==> src/rtl/squid_decoder_if.sv <==
// Block-in / weight-out stream bundle for the SQUID decoder.
// The master side produces blocks and accepts weights; the slave side is the decoder.
interface squid_decoder_if #(
  parameter int W_W     = 6,
  parameter int CODE_W  = 4,
  parameter int N_CODES = 4
);
  localparam int IDX_W = $clog2(2 * N_CODES);

  logic                        pp_valid;
  logic                        pp_ready;
  logic [CODE_W*N_CODES-1:0]   pp_data;
  logic                        w_valid;
  logic                        w_ready;
  logic [W_W-1:0]              w_data;
  logic [IDX_W-1:0]            w_idx;
  logic                        w_last;

  modport master (
    output pp_valid, pp_data, w_ready,
    input  pp_ready, w_valid, w_data, w_idx, w_last
  );

  modport slave (
    input  pp_valid, pp_data, w_ready,
    output pp_ready, w_valid, w_data, w_idx, w_last
  );
endinterface

==> src/rtl/squid_decoder.sv <==
// SQUID block decompressor: four codebook codes expand into eight weights, one per beat.
// Optional completed-block counter on blk_cnt when SQUID_DEC_CNT_EN is defined.
module squid_decoder #(
  parameter int W_W     = 6,
  parameter int CODE_W  = 4,
  parameter int N_CODES = 4
) (
  input  logic                 clk,
  input  logic                 rst_n,
  input  logic                 cb_wr_en,
  input  logic [CODE_W-1:0]    cb_wr_addr,
  input  logic [2*W_W-1:0]     cb_wr_data,
  squid_decoder_if.slave       bus,
  output logic                 busy
`ifdef SQUID_DEC_CNT_EN
  ,
  output logic [15:0]          blk_cnt
`endif
);
  localparam int CB_DEPTH = 2 ** CODE_W;
  localparam int PP_W     = CODE_W * N_CODES;
  localparam int N_W      = 2 * N_CODES;
  localparam int IDX_W    = $clog2(N_W);
  localparam logic [IDX_W-1:0] LAST_IDX = IDX_W'(N_W - 1);

  typedef enum logic {IDLE, STREAM} state_t;

  state_t              state_q, state_d;
  logic [2*W_W-1:0]    cb [CB_DEPTH];
  logic [PP_W-1:0]     act_pp, hold_pp;
  logic [IDX_W-1:0]    idx;
  logic                hold_full;
  logic                pp_hs, w_hs, last_beat;
  logic [CODE_W-1:0]   cur_code;
  logic [2*W_W-1:0]    cur_entry;

  assign pp_hs     = bus.pp_valid & bus.pp_ready;
  assign w_hs      = bus.w_valid & bus.w_ready;
  assign last_beat = w_hs && (idx == LAST_IDX);
  assign cur_code  = act_pp[int'(idx[IDX_W-1:1])*CODE_W +: CODE_W];
  assign cur_entry = cb[cur_code];

  always_ff @(posedge clk or negedge rst_n) begin
    if (!rst_n) state_q <= IDLE;
    else        state_q <= state_d;
  end

  // A drained hold slot or a same-cycle arrival keeps the stream gapless.
  always_comb begin
    state_d = state_q;
    case (state_q)
      IDLE:    if (pp_hs) state_d = STREAM;
      STREAM:  if (last_beat && !hold_full && !pp_hs) state_d = IDLE;
      default: state_d = IDLE;
    endcase
  end

  always_comb begin
    bus.pp_ready = !hold_full;
    busy         = (state_q == STREAM) || hold_full;
    bus.w_valid  = 1'b0;
    bus.w_data   = '0;
    bus.w_idx    = '0;
    bus.w_last   = 1'b0;
    if (state_q == STREAM) begin
      bus.w_valid = 1'b1;
      bus.w_data  = idx[0] ? cur_entry[2*W_W-1:W_W] : cur_entry[W_W-1:0];
      bus.w_idx   = idx;
      bus.w_last  = (idx == LAST_IDX);
    end
  end

  // Hold captures any accepted block that did not directly reload the active slot.
  always_ff @(posedge clk or negedge rst_n) begin
    if (!rst_n) begin
      act_pp    <= '0;
      hold_pp   <= '0;
      idx       <= '0;
      hold_full <= 1'b0;
    end else begin
      if (state_q == IDLE) begin
        if (pp_hs) begin
          act_pp <= bus.pp_data;
          idx    <= '0;
        end
      end else begin
        if (w_hs) begin
          if (idx != LAST_IDX) begin
            idx <= idx + 1'b1;
          end else if (hold_full) begin
            act_pp    <= hold_pp;
            hold_full <= 1'b0;
            idx       <= '0;
          end else if (pp_hs) begin
            act_pp <= bus.pp_data;
            idx    <= '0;
          end
        end
        if (pp_hs && !last_beat) begin
          hold_pp   <= bus.pp_data;
          hold_full <= 1'b1;
        end
      end
    end
  end

  // Writes are dropped while busy so an accepted block decodes against a frozen codebook.
  always_ff @(posedge clk or negedge rst_n) begin
    if (!rst_n) begin
      for (int k = 0; k < CB_DEPTH; k++) cb[k] <= '0;
    end else if (cb_wr_en && !busy) begin
      cb[cb_wr_addr] <= cb_wr_data;
    end
  end

`ifdef SQUID_DEC_CNT_EN
  always_ff @(posedge clk or negedge rst_n) begin
    if (!rst_n)                      blk_cnt <= '0;
    else if (w_hs && bus.w_last)     blk_cnt <= blk_cnt + 16'd1;
  end
`endif
endmodule
==> src/flat_wrapper.sv <==
// flat-port wrapper written by rule: the top's interface ports become plain ports
module squid_decoder_flat 
#(
  parameter int W_W     = 6,
  parameter int CODE_W  = 4,
  parameter int N_CODES = 4
)
  (clk, rst_n, cb_wr_en, cb_wr_addr, cb_wr_data, busy, bus_pp_valid, bus_pp_data, bus_w_ready, bus_pp_ready, bus_w_valid, bus_w_data, bus_w_idx, bus_w_last);
  squid_decoder_if #(.W_W(W_W), .CODE_W(CODE_W), .N_CODES(N_CODES)) bus_i ();
  input  logic clk;
  input  logic rst_n;
  input  logic cb_wr_en;
  input  logic [CODE_W-1:0] cb_wr_addr;
  input  logic [2*W_W-1:0] cb_wr_data;
  output logic busy;
  input wire logic [$bits(bus_i.pp_valid)-1:0] bus_pp_valid;
  input wire logic [$bits(bus_i.pp_data)-1:0] bus_pp_data;
  input wire logic [$bits(bus_i.w_ready)-1:0] bus_w_ready;
  output wire logic [$bits(bus_i.pp_ready)-1:0] bus_pp_ready;
  output wire logic [$bits(bus_i.w_valid)-1:0] bus_w_valid;
  output wire logic [$bits(bus_i.w_data)-1:0] bus_w_data;
  output wire logic [$bits(bus_i.w_idx)-1:0] bus_w_idx;
  output wire logic [$bits(bus_i.w_last)-1:0] bus_w_last;
  assign bus_i.pp_valid = bus_pp_valid;
  assign bus_i.pp_data = bus_pp_data;
  assign bus_i.w_ready = bus_w_ready;
  assign bus_pp_ready = bus_i.pp_ready;
  assign bus_w_valid = bus_i.w_valid;
  assign bus_w_data = bus_i.w_data;
  assign bus_w_idx = bus_i.w_idx;
  assign bus_w_last = bus_i.w_last;
  squid_decoder #(.W_W(W_W), .CODE_W(CODE_W), .N_CODES(N_CODES)) u_core (.clk(clk), .rst_n(rst_n), .cb_wr_en(cb_wr_en), .cb_wr_addr(cb_wr_addr), .cb_wr_data(cb_wr_data), .bus(bus_i), .busy(busy));
endmodule
==> config.mk <==
export PLATFORM = sky130hd
export DESIGN_NAME = squid_decoder_flat
export DESIGN_NICKNAME = d
export VERILOG_FILES = /design/src/rtl/squid_decoder_if.sv /design/src/rtl/squid_decoder.sv /design/src/flat_wrapper.sv
export SDC_FILE = /design/constraint.sdc
export NUM_CORES = 1
export LEC_CHECK = 0
export ABC_AREA = 1
export CORE_MARGIN = 4
export CORE_UTILIZATION = 55
export CTS_CLUSTER_DIAMETER = 80
export DETAILED_ROUTE_END_ITERATION = 8
export PLACE_DENSITY = 0.74
export SKIP_CTS_REPAIR_TIMING = 1
export SYNTH_ARGS = -nofsm -noshare
export SYNTH_HDL_FRONTEND = slang
export SYNTH_SLANG_ARGS = --single-unit
==> constraint.sdc <==
create_clock -name clk -period 5.38 [get_ports clk]
set_input_delay 1.614 -clock clk [delete_from_list [all_inputs] [get_ports clk]]
set_output_delay 1.614 -clock clk [all_outputs]
set_load 0.01 [all_outputs]
Word level (Yosys, flattened, before mapping) --
Cells that the tools add are included.
Storage, ports and cells: register bits after elaboration 229, input port bits 37, logic and storage cells 78
Cells by class: $add $sub $neg 1, magnitude comparators 3, equal/unequal tests 5, shifts and indexed selects 1, mux-type cells 27, bitwise logic cells 5, reductions and logical operators 15
Operator list (count):
- $bwmux W192 | 1
- $mux W16 | 5
- $bmux W12 S4 | 1
- $demux W12 S4 | 1
- $mux W12 | 3
- $mux W3 | 6
- $shiftx A16 B5 Y4 | 1
- $mux W6 | 2
- $ge A5 B5 Y1 const B | 2
- $not A4 Y5 | 2
- $mux W1 | 7
- $logic_and A1 B1 Y1 | 6
- $ne A2 B2 Y1 const B | 3
- $lt A5 B1 Y1 const B | 1
- $logic_not A1 Y1 | 4
- $reduce_and A2 Y1 | 2
- $add A3 B1 Y3 const B | 1
- $eq A3 B3 Y1 const B | 1
- $ne A3 B3 Y1 const B | 1
- $reduce_and A3 Y1 | 1
- $and A1 B1 Y1 | 2
- $pmux W1 S2 | 1
- $reduce_bool A2 Y1 | 1
- $logic_or A1 B1 Y1 | 1
- $not A1 Y1 | 1

Depth between registers and ports, before layout --
Gate-level depths: netlist (run 1).
depth in word-level cells 7, mapped depth 12, mapped depth without buffers 10

Worst setup path after synthesis (run 1) --
No wires, ideal clock.
kind register to output, start register u_core.idx[1], end output bus_w_data[1], arrival time 1.555 ns, data required time 3.766 ns, path slack 2.211 ns, stages on the path, launching flop included 12, buffers on the path 3, cell sequence dfrtp_1 buf_4 o21ai_0 nand2_1 nand2_1 buf_2 buf_2 nand3_1 nand3_1 nand3_1 nand3_1 nand2_1
On the way: word-level cells in the longest chain between the ends 7
Ends and longest elaborated chain:
- from (decl) | line squid_decoder.sv:31 | logic [IDX_W-1:0] idx;
- from (signal assigned) | line squid_decoder.sv:89 | idx <= idx + 1'b1;
- $shiftx A16 B5 Y4 | line squid_decoder.sv:40 | assign cur_code = act_pp[int'(idx[IDX_W-1:1])*CODE_W +: CODE_W];
- $not A4 Y5 (implied by the code) | line squid_decoder.sv:41 | assign cur_entry = cb[cur_code];
- $bmux W12 S4 | line squid_decoder.sv:41
- $mux W12 (implied by the code) (2 in series) | line squid_decoder.sv:41
- $mux W6 | line squid_decoder.sv:67 | bus.w_data = idx[0] ? cur_entry[2*W_W-1:W_W] : cur_entry[W_W-1:0];
- $mux W6 | line squid_decoder.sv:65 | if (state_q == STREAM) begin
- to (decl) | line flat_wrapper.sv:21 | output wire logic [$bits(bus_i.w_data)-1:0] bus_w_data;
Every way passes these cells. The select of a mux whose other input is x is not followed.

Worst setup path after layout (run 1) --
start register u_core.idx[1], end output bus_w_data[5]
Same word-level chain as after synthesis.

==> results of run 1 <==
[final timing paths]
path                                start              to  slack, ps  cells after the start
setup reg to reg           u_core.state_q   u_core.cb[83]       2710                      5
setup / recovery            u_core.idx[1]   bus_w_data[5]        200                     11
hold / removal               u_core.cb[7]    u_core.cb[7]        480                      2
max in group asynchronous           rst_n  u_core.cb[162]       3240                      2
min in group asynchronous           rst_n   u_core.cb[20]       1170                      1
hold reg to reg              u_core.cb[7]    u_core.cb[7]        480                      2
[layout make-up]
class	count	area, sq um	share of cell area
Clock inverter	9	101	0.00849
Sequential cell	229	5730	0.480
Tap cell	260	325	0.0273
Multi-Input combinational cell	914	4340	0.364
Timing Repair Buffer	62	626	0.0524
Inverter	41	154	0.0129
Clock buffer	33	653	0.0547
[sequential cells by signal (all words and copies together), names as in the netlist]
| signal | cells |
|---|---|
| u_core.cb | 192 |
| u_core.act_pp | 16 |
| u_core.hold_pp | 16 |
| u_core.idx | 3 |
| u_core.hold_full | 1 |
| u_core.state_q | 1 |
[routing by layer]
metal  up-vias  track usage  routed length [microns]
li1       4306            -                        -
met3        45       0.0358                     1960
met4         0       0.0806                      684
met1      4417        0.369                    12100
met5         -            0                        0
met2       338        0.412                    13200
[layout by cell type, fill, tap and decap left out]
cell and count:
a21oi_1 10, a22oi_1 6, a32oi_1 1, buf_12 2, buf_4 9, buf_6 2
buf_8 1, bufinv_16 2, clkbuf_1 6, clkbuf_16 23, clkbuf_8 4, clkdlybuf4s50_1 48
clkinv_2 5, clkinvlp_4 1, dfrtp_1 229, ha_1 2, inv_1 38, inv_2 3
inv_6 1, mux2_2 16, nand2_1 344, nand2_2 1, nand2_4 1, nand2_8 1
nand3_1 284, nand3_2 1, nand3_4 2, nand4_1 3, nor2_1 24, o21ai_0 197
o21ai_4 1, o22ai_1 18, or2_0 1, or2_2 1
[cells by family (layout without fill, tap and decap cells)]
logic type,after synthesis,after routing,synth area share
AND/OR/NAND/NOR,662,663,0.270
AO/OA/AOI/OAI,233,233,0.114
flip-flops,229,229,0.539
buffers and inverters,139,145,0.0573
multiplexers,16,16,0.0170
adder cells (fa/ha/maj),2,2,0.00235
[power breakdown]
| group | internal (mW) | leakage [nW] | switching (mW) | total (mW) |
|---|---|---|---|---|
| Combinational | 0.886 | 1.78 | 1.81 | 2.69 |
| Clock | 0.942 | 0.372 | 0.662 | 1.60 |
| Sequential | 1.86 | 3.11 | 0.0893 | 1.95 |
[stage by stage]
step	utilization	cells	hold WS (ps)	total power, mW
4_1_cts	0.632	1547	488	6.18
6_report	0.634	1548	483	6.25
3_3_place_gp	0.592	1505	466	4.55
5_1_grt	0.634	1548	501	6.57
2_1_floorplan	-	1281	453	3.77
3_5_place_dp	0.592	1505	473	4.58
[worst register-to-register path: cells and delay by family, from the launching register on]
kind                   cells  cell delay, ps
AO/OA/AOI/OAI              1             490
flip-flops                 1             480
AND/OR/NAND/NOR            2            1060
buffers and inverters      2             520
==> impl_metrics.ini, run 1 <==
[synth]
ys.flop_type = dfrtp_1
synth-edff-count = 0
synth-seq-area-share = 0.539
synth_area_per_cell_sq_um = 8.30
ys.warnings.count = 0
ys_top_cells_by_area = dfrtp_1, nand3_1, nand2_1, o21ai_0, clkbuf_1
synth_cell_types = 24
syn_inst = 1281
ys_seq_elements = 229
synth.most_common_cell = nand2_1
yosys.area.top_type = dfrtp_1
async_flop_share = 1.00
syn-cell-area_sq_mm = 0.0106
syn_nets = 1320
synth.top_cell.area_share = 0.539
synthTopCellsByCount = nand2_1, nand3_1, dfrtp_1

[sta]
drv_slew = 0
clock.fmax_mhz = 193
worst_slack_ps = 204
tightest_slew_ps = 1050
setup_viol = 0
rsz0062_at_grt = no
hold_viol_final = 0
slew_headroom = 0.299
tns_ps = 0
clock_skew_ps = 10.8
fin_crit_ps = 5180
fin_crit_sh = 0.962

[cells_and_area]
fillCellCount = 1623
n_antenna_cell = 0
final_cell_area_sq_mm = 0.0119
nNetsFinal = 1310
syn2layout_area_growth_pct = 12.3
drive_gt1_frac = 0.0598

[place]
placed_area_sq_mm = 0.0111
place_ws_ps = 662
dp_hpwl_microns = 16700
gp_congestion = 0.822
place.port_buffers = 49

[floorplanning]
coreArea_sq_mm = 0.0188
num_io_pins = 50
die_h_microns = 147
die_area_sq_mm = 0.0216
initial_core_util = 0.564
rows = 50
die_w_microns = 147

[cts]
cts_root_buf = clkbuf_16
cts_max_level = 1
cts.sinks = 229
numCtsBuffers = 23
cts_tree = built
clk_latency_ps = 520
path_clk_slew_ps = 60
clock_path_buffers = 3

[flow_run]
drv_cap = 0

[pwr]
ir_drop_mv = 0.512
p_per_area_mw_per_mm2 = 524
leakagePower_nw = 5.26

[global_routing]
grt_pass1_vias = 8622
track_usage = 0.258
grt_pass1_wl_microns = 45600
grt_max_degree = 114
grt_overflow = 0
antenna_found_initial = 0

[worst_setup_path]
crit_buf_inv = 3
max_stage_delay_ps = 550
cp_slowest_cell = clkdlybuf4s50_1
end_kind = output pin
critPathTopFamily = buffers and inverters
worstPathArrival_ps = 3560
critPathMostFrequentCell = nand3_1
critPathKind = flip-flop to output pin
crit_chain = inv_2 > nand2_1 > nand3_4 > buf_6 > nand3_1 > nand3_1 > nand3_1 > nand3_1 > nand3_1 > nand2_1 > clkdlybuf4s50_1
startpoint_type = flip-flop
required_ps = 3770
cp_max_fo = 70

[route]
ant_nets = 0
drt_wl_total_microns = 28000
drcViolationCount = 0
via_per_inst = 5.88
drt_iter0_drc = 1037
dr.pass1.iters = 5
vias = 9106
post_drt_wl_per_cell_microns = 18.1

[worst_hold_path]
min_path_type = flip-flop to flip-flop

[outcome]
status = complete, no violations
No activity file was read; power rests on OpenSTA's default activity.
==> run 2, diff against run 1 <==
- CTS_CLUSTER_SIZE: unset -> 20
==> run 2 against run 1 <==
  * Clock power fell by 33%
  * Sequential power about the same
  * Combinational power is 1% lower
  * Final cell count is 1.6% lower
  * Global-route usage is 0.26 points lower
  * Fmax up 1.2%
  * Design area shrank 3.0%
  * Worst setup slack improved by 63 ps
  * Wire length shrank 1.9%
  * Non-clock buffer count did not move
  * Worst hold slack gained 8.3 ps
  * Count of clock-buffer cells in the layout down 17
==> impl_metrics.ini, run 2 (synthesis results as in run 1) <==
[worst_setup_path]
cp_max_fo = 70
max_stage_delay_ps = 570
crit_chain = inv_2 > nand2_1 > nand3_4 > buf_6 > nand3_1 > nand3_1 > nand3_1 > nand3_1 > nand3_1 > nand2_1 > clkdlybuf4s50_1
worstPathArrival_ps = 3500
critPathKind = flip-flop to output pin
critPathMostFrequentCell = nand3_1
crit_buf_inv = 3
required_ps = 3770
cp_slowest_cell = clkdlybuf4s50_1
startpoint_type = flip-flop
critPathTopFamily = buffers and inverters
end_kind = output pin

[cells_and_area]
nNetsFinal = 1301
largest_register_ffs = 192
regMostFlops = u_core.cb
final_common_cell = nand2_1
n_antenna_cell = 0
biggestRegsByFlops = u_core.cb x192, u_core.act_pp x16, u_core.hold_pp x16
drive_gt1_frac = 0.0459
multi_input_area_sq_mm = 0.00433
final_cell_mix = nand2_1, nand3_1, dfrtp_1, o21ai_0, clkdlybuf4s50_1
syn2layout_area_growth_pct = 8.85
layout.area.seq_sq_mm = 0.00573
fin_util = 0.614
fillCellCount = 1684

[sta]
hold_viol_final = 0
fin_crit_ps = 5110
tns_ps = 0
tightest_slew_ps = 1020
fin_crit_sh = 0.950
clock.fmax_mhz = 196
slew_headroom = 0.321
rsz0062_at_grt = no
setup_viol = 0
drv_slew = 0
clock_skew_ps = 12.1

[cts]
cts_tree = built
clk_latency_ps = 480
cts_max_level = 1
cts_root_buf = clkbuf_16
clock_path_buffers = 3
cts.sinks = 229
numCtsBuffers = 15
path_clk_slew_ps = 80

[pwr]
p_int_mw = 3.26
p_clk_frac = 0.189
leakagePower_nw = 5.08
power_switching_mw = 2.41
ir_drop_mv = 0.546
p_per_area_mw_per_mm2 = 491
seq_power_share = 0.343
p_sw_frac = 0.425
pwr-share-comb = 0.467

[global_routing]
grt_overflow = 0
grt_pass1_vias = 8583
grt_max_degree = 114
track_usage = 0.255
grt_pass1_wl_microns = 45300
antenna_found_initial = 0

[route]
post_drt_wl_per_cell_microns = 18.0
drcViolationCount = 0
drt_wl_total_microns = 27400
via_per_inst = 5.95
dr.pass1.iters = 6
ant_nets = 0
vias = 9062
drt_iter0_drc = 1006

[place]
gp_congestion = 0.822
place.port_buffers = 49
dp_hpwl_microns = 16700

[worst_hold_path]
min_path_type = flip-flop to flip-flop

[floorplanning]
die_area_sq_mm = 0.0216
coreArea_sq_mm = 0.0188
rows = 50
die_w_microns = 147
num_io_pins = 50
die_h_microns = 147
initial_core_util = 0.564

[flow_run]
drv_cap = 0

[outcome]
status = complete, no violations
[run 2: changes by cell type in the layout (fill, tap and decap cells not counted), sizes merged]
| cell | delta |
|---|---|
| nand2 | -1 |
| inv | -1 |
| clkinvlp | -1 |
| clkbuf | -17 |
| clkinv | -3 |
| bufinv | -2 |
[run 2: per-stage QoR]
stage | setup WS, ps | cells | total power, mW | hold WS, ps | area (sq um)
2_1_floorplan | 2210 | 1281 | 3.77 | 453 | 10600
3_3_place_gp | 752 | 1505 | 4.55 | 466 | 11100
3_5_place_dp | 662 | 1505 | 4.58 | 473 | 11100
4_1_cts | 140 | 1523 | 5.65 | 492 | 11600
5_1_grt | 30.5 | 1523 | 6.02 | 506 | 11600
6_report | 267 | 1523 | 5.68 | 491 | 11600
[run 2: tightest hold or removal path, delay by kind of cell (launching register included)]
kind            cells  cell delay [ps]
flops               1              350
simple gates        1               50
compound gates      1               50
[run 2: layout make-up]
cell class                      instances  share of cell area
Clock inverter                          2             0.00119
Inverter                               41              0.0133
Clock buffer                           16              0.0336
Tap cell                              260              0.0281
Sequential cell                       229               0.495
Multi-Input combinational cell        913               0.374
Timing Repair Buffer                   62              0.0541
[run 2: per-layer routing]
metal	track usage	wire length [microns]
met1	0.371	12000
met2	0.407	12900
met3	0.0281	1780
met4	0.0792	805
met5	0	0
[run 2: final timing paths]
| path | start | endpoint | slack (ps) | cells past startpoint |
|---|---|---|---|---|
| max | u_core.idx[1] | bus_w_data[4] | 270 | 11 |
| min | u_core.cb[2] | u_core.cb[2] | 490 | 2 |
| max reg2reg | u_core.state_q | u_core.cb[83] | 2750 | 5 |
| min reg2reg | u_core.cb[2] | u_core.cb[2] | 490 | 2 |
| max in group asynchronous | rst_n | u_core.cb[134] | 3210 | 2 |
| min in group asynchronous | rst_n | u_core.cb[18] | 1210 | 1 |
[run 2: power by group through the flow]
stage | combinational [mW] | sequential [mW] | clock [mW]
finish | 2.65 | 1.95 | 1.07
CTS | 2.61 | 1.95 | 1.10
global placement | 2.57 | 1.98 | 0
global route | 2.89 | 1.97 | 1.16
detailed placement | 2.60 | 1.98 | 0
floorplan | 1.82 | 1.95 | 0
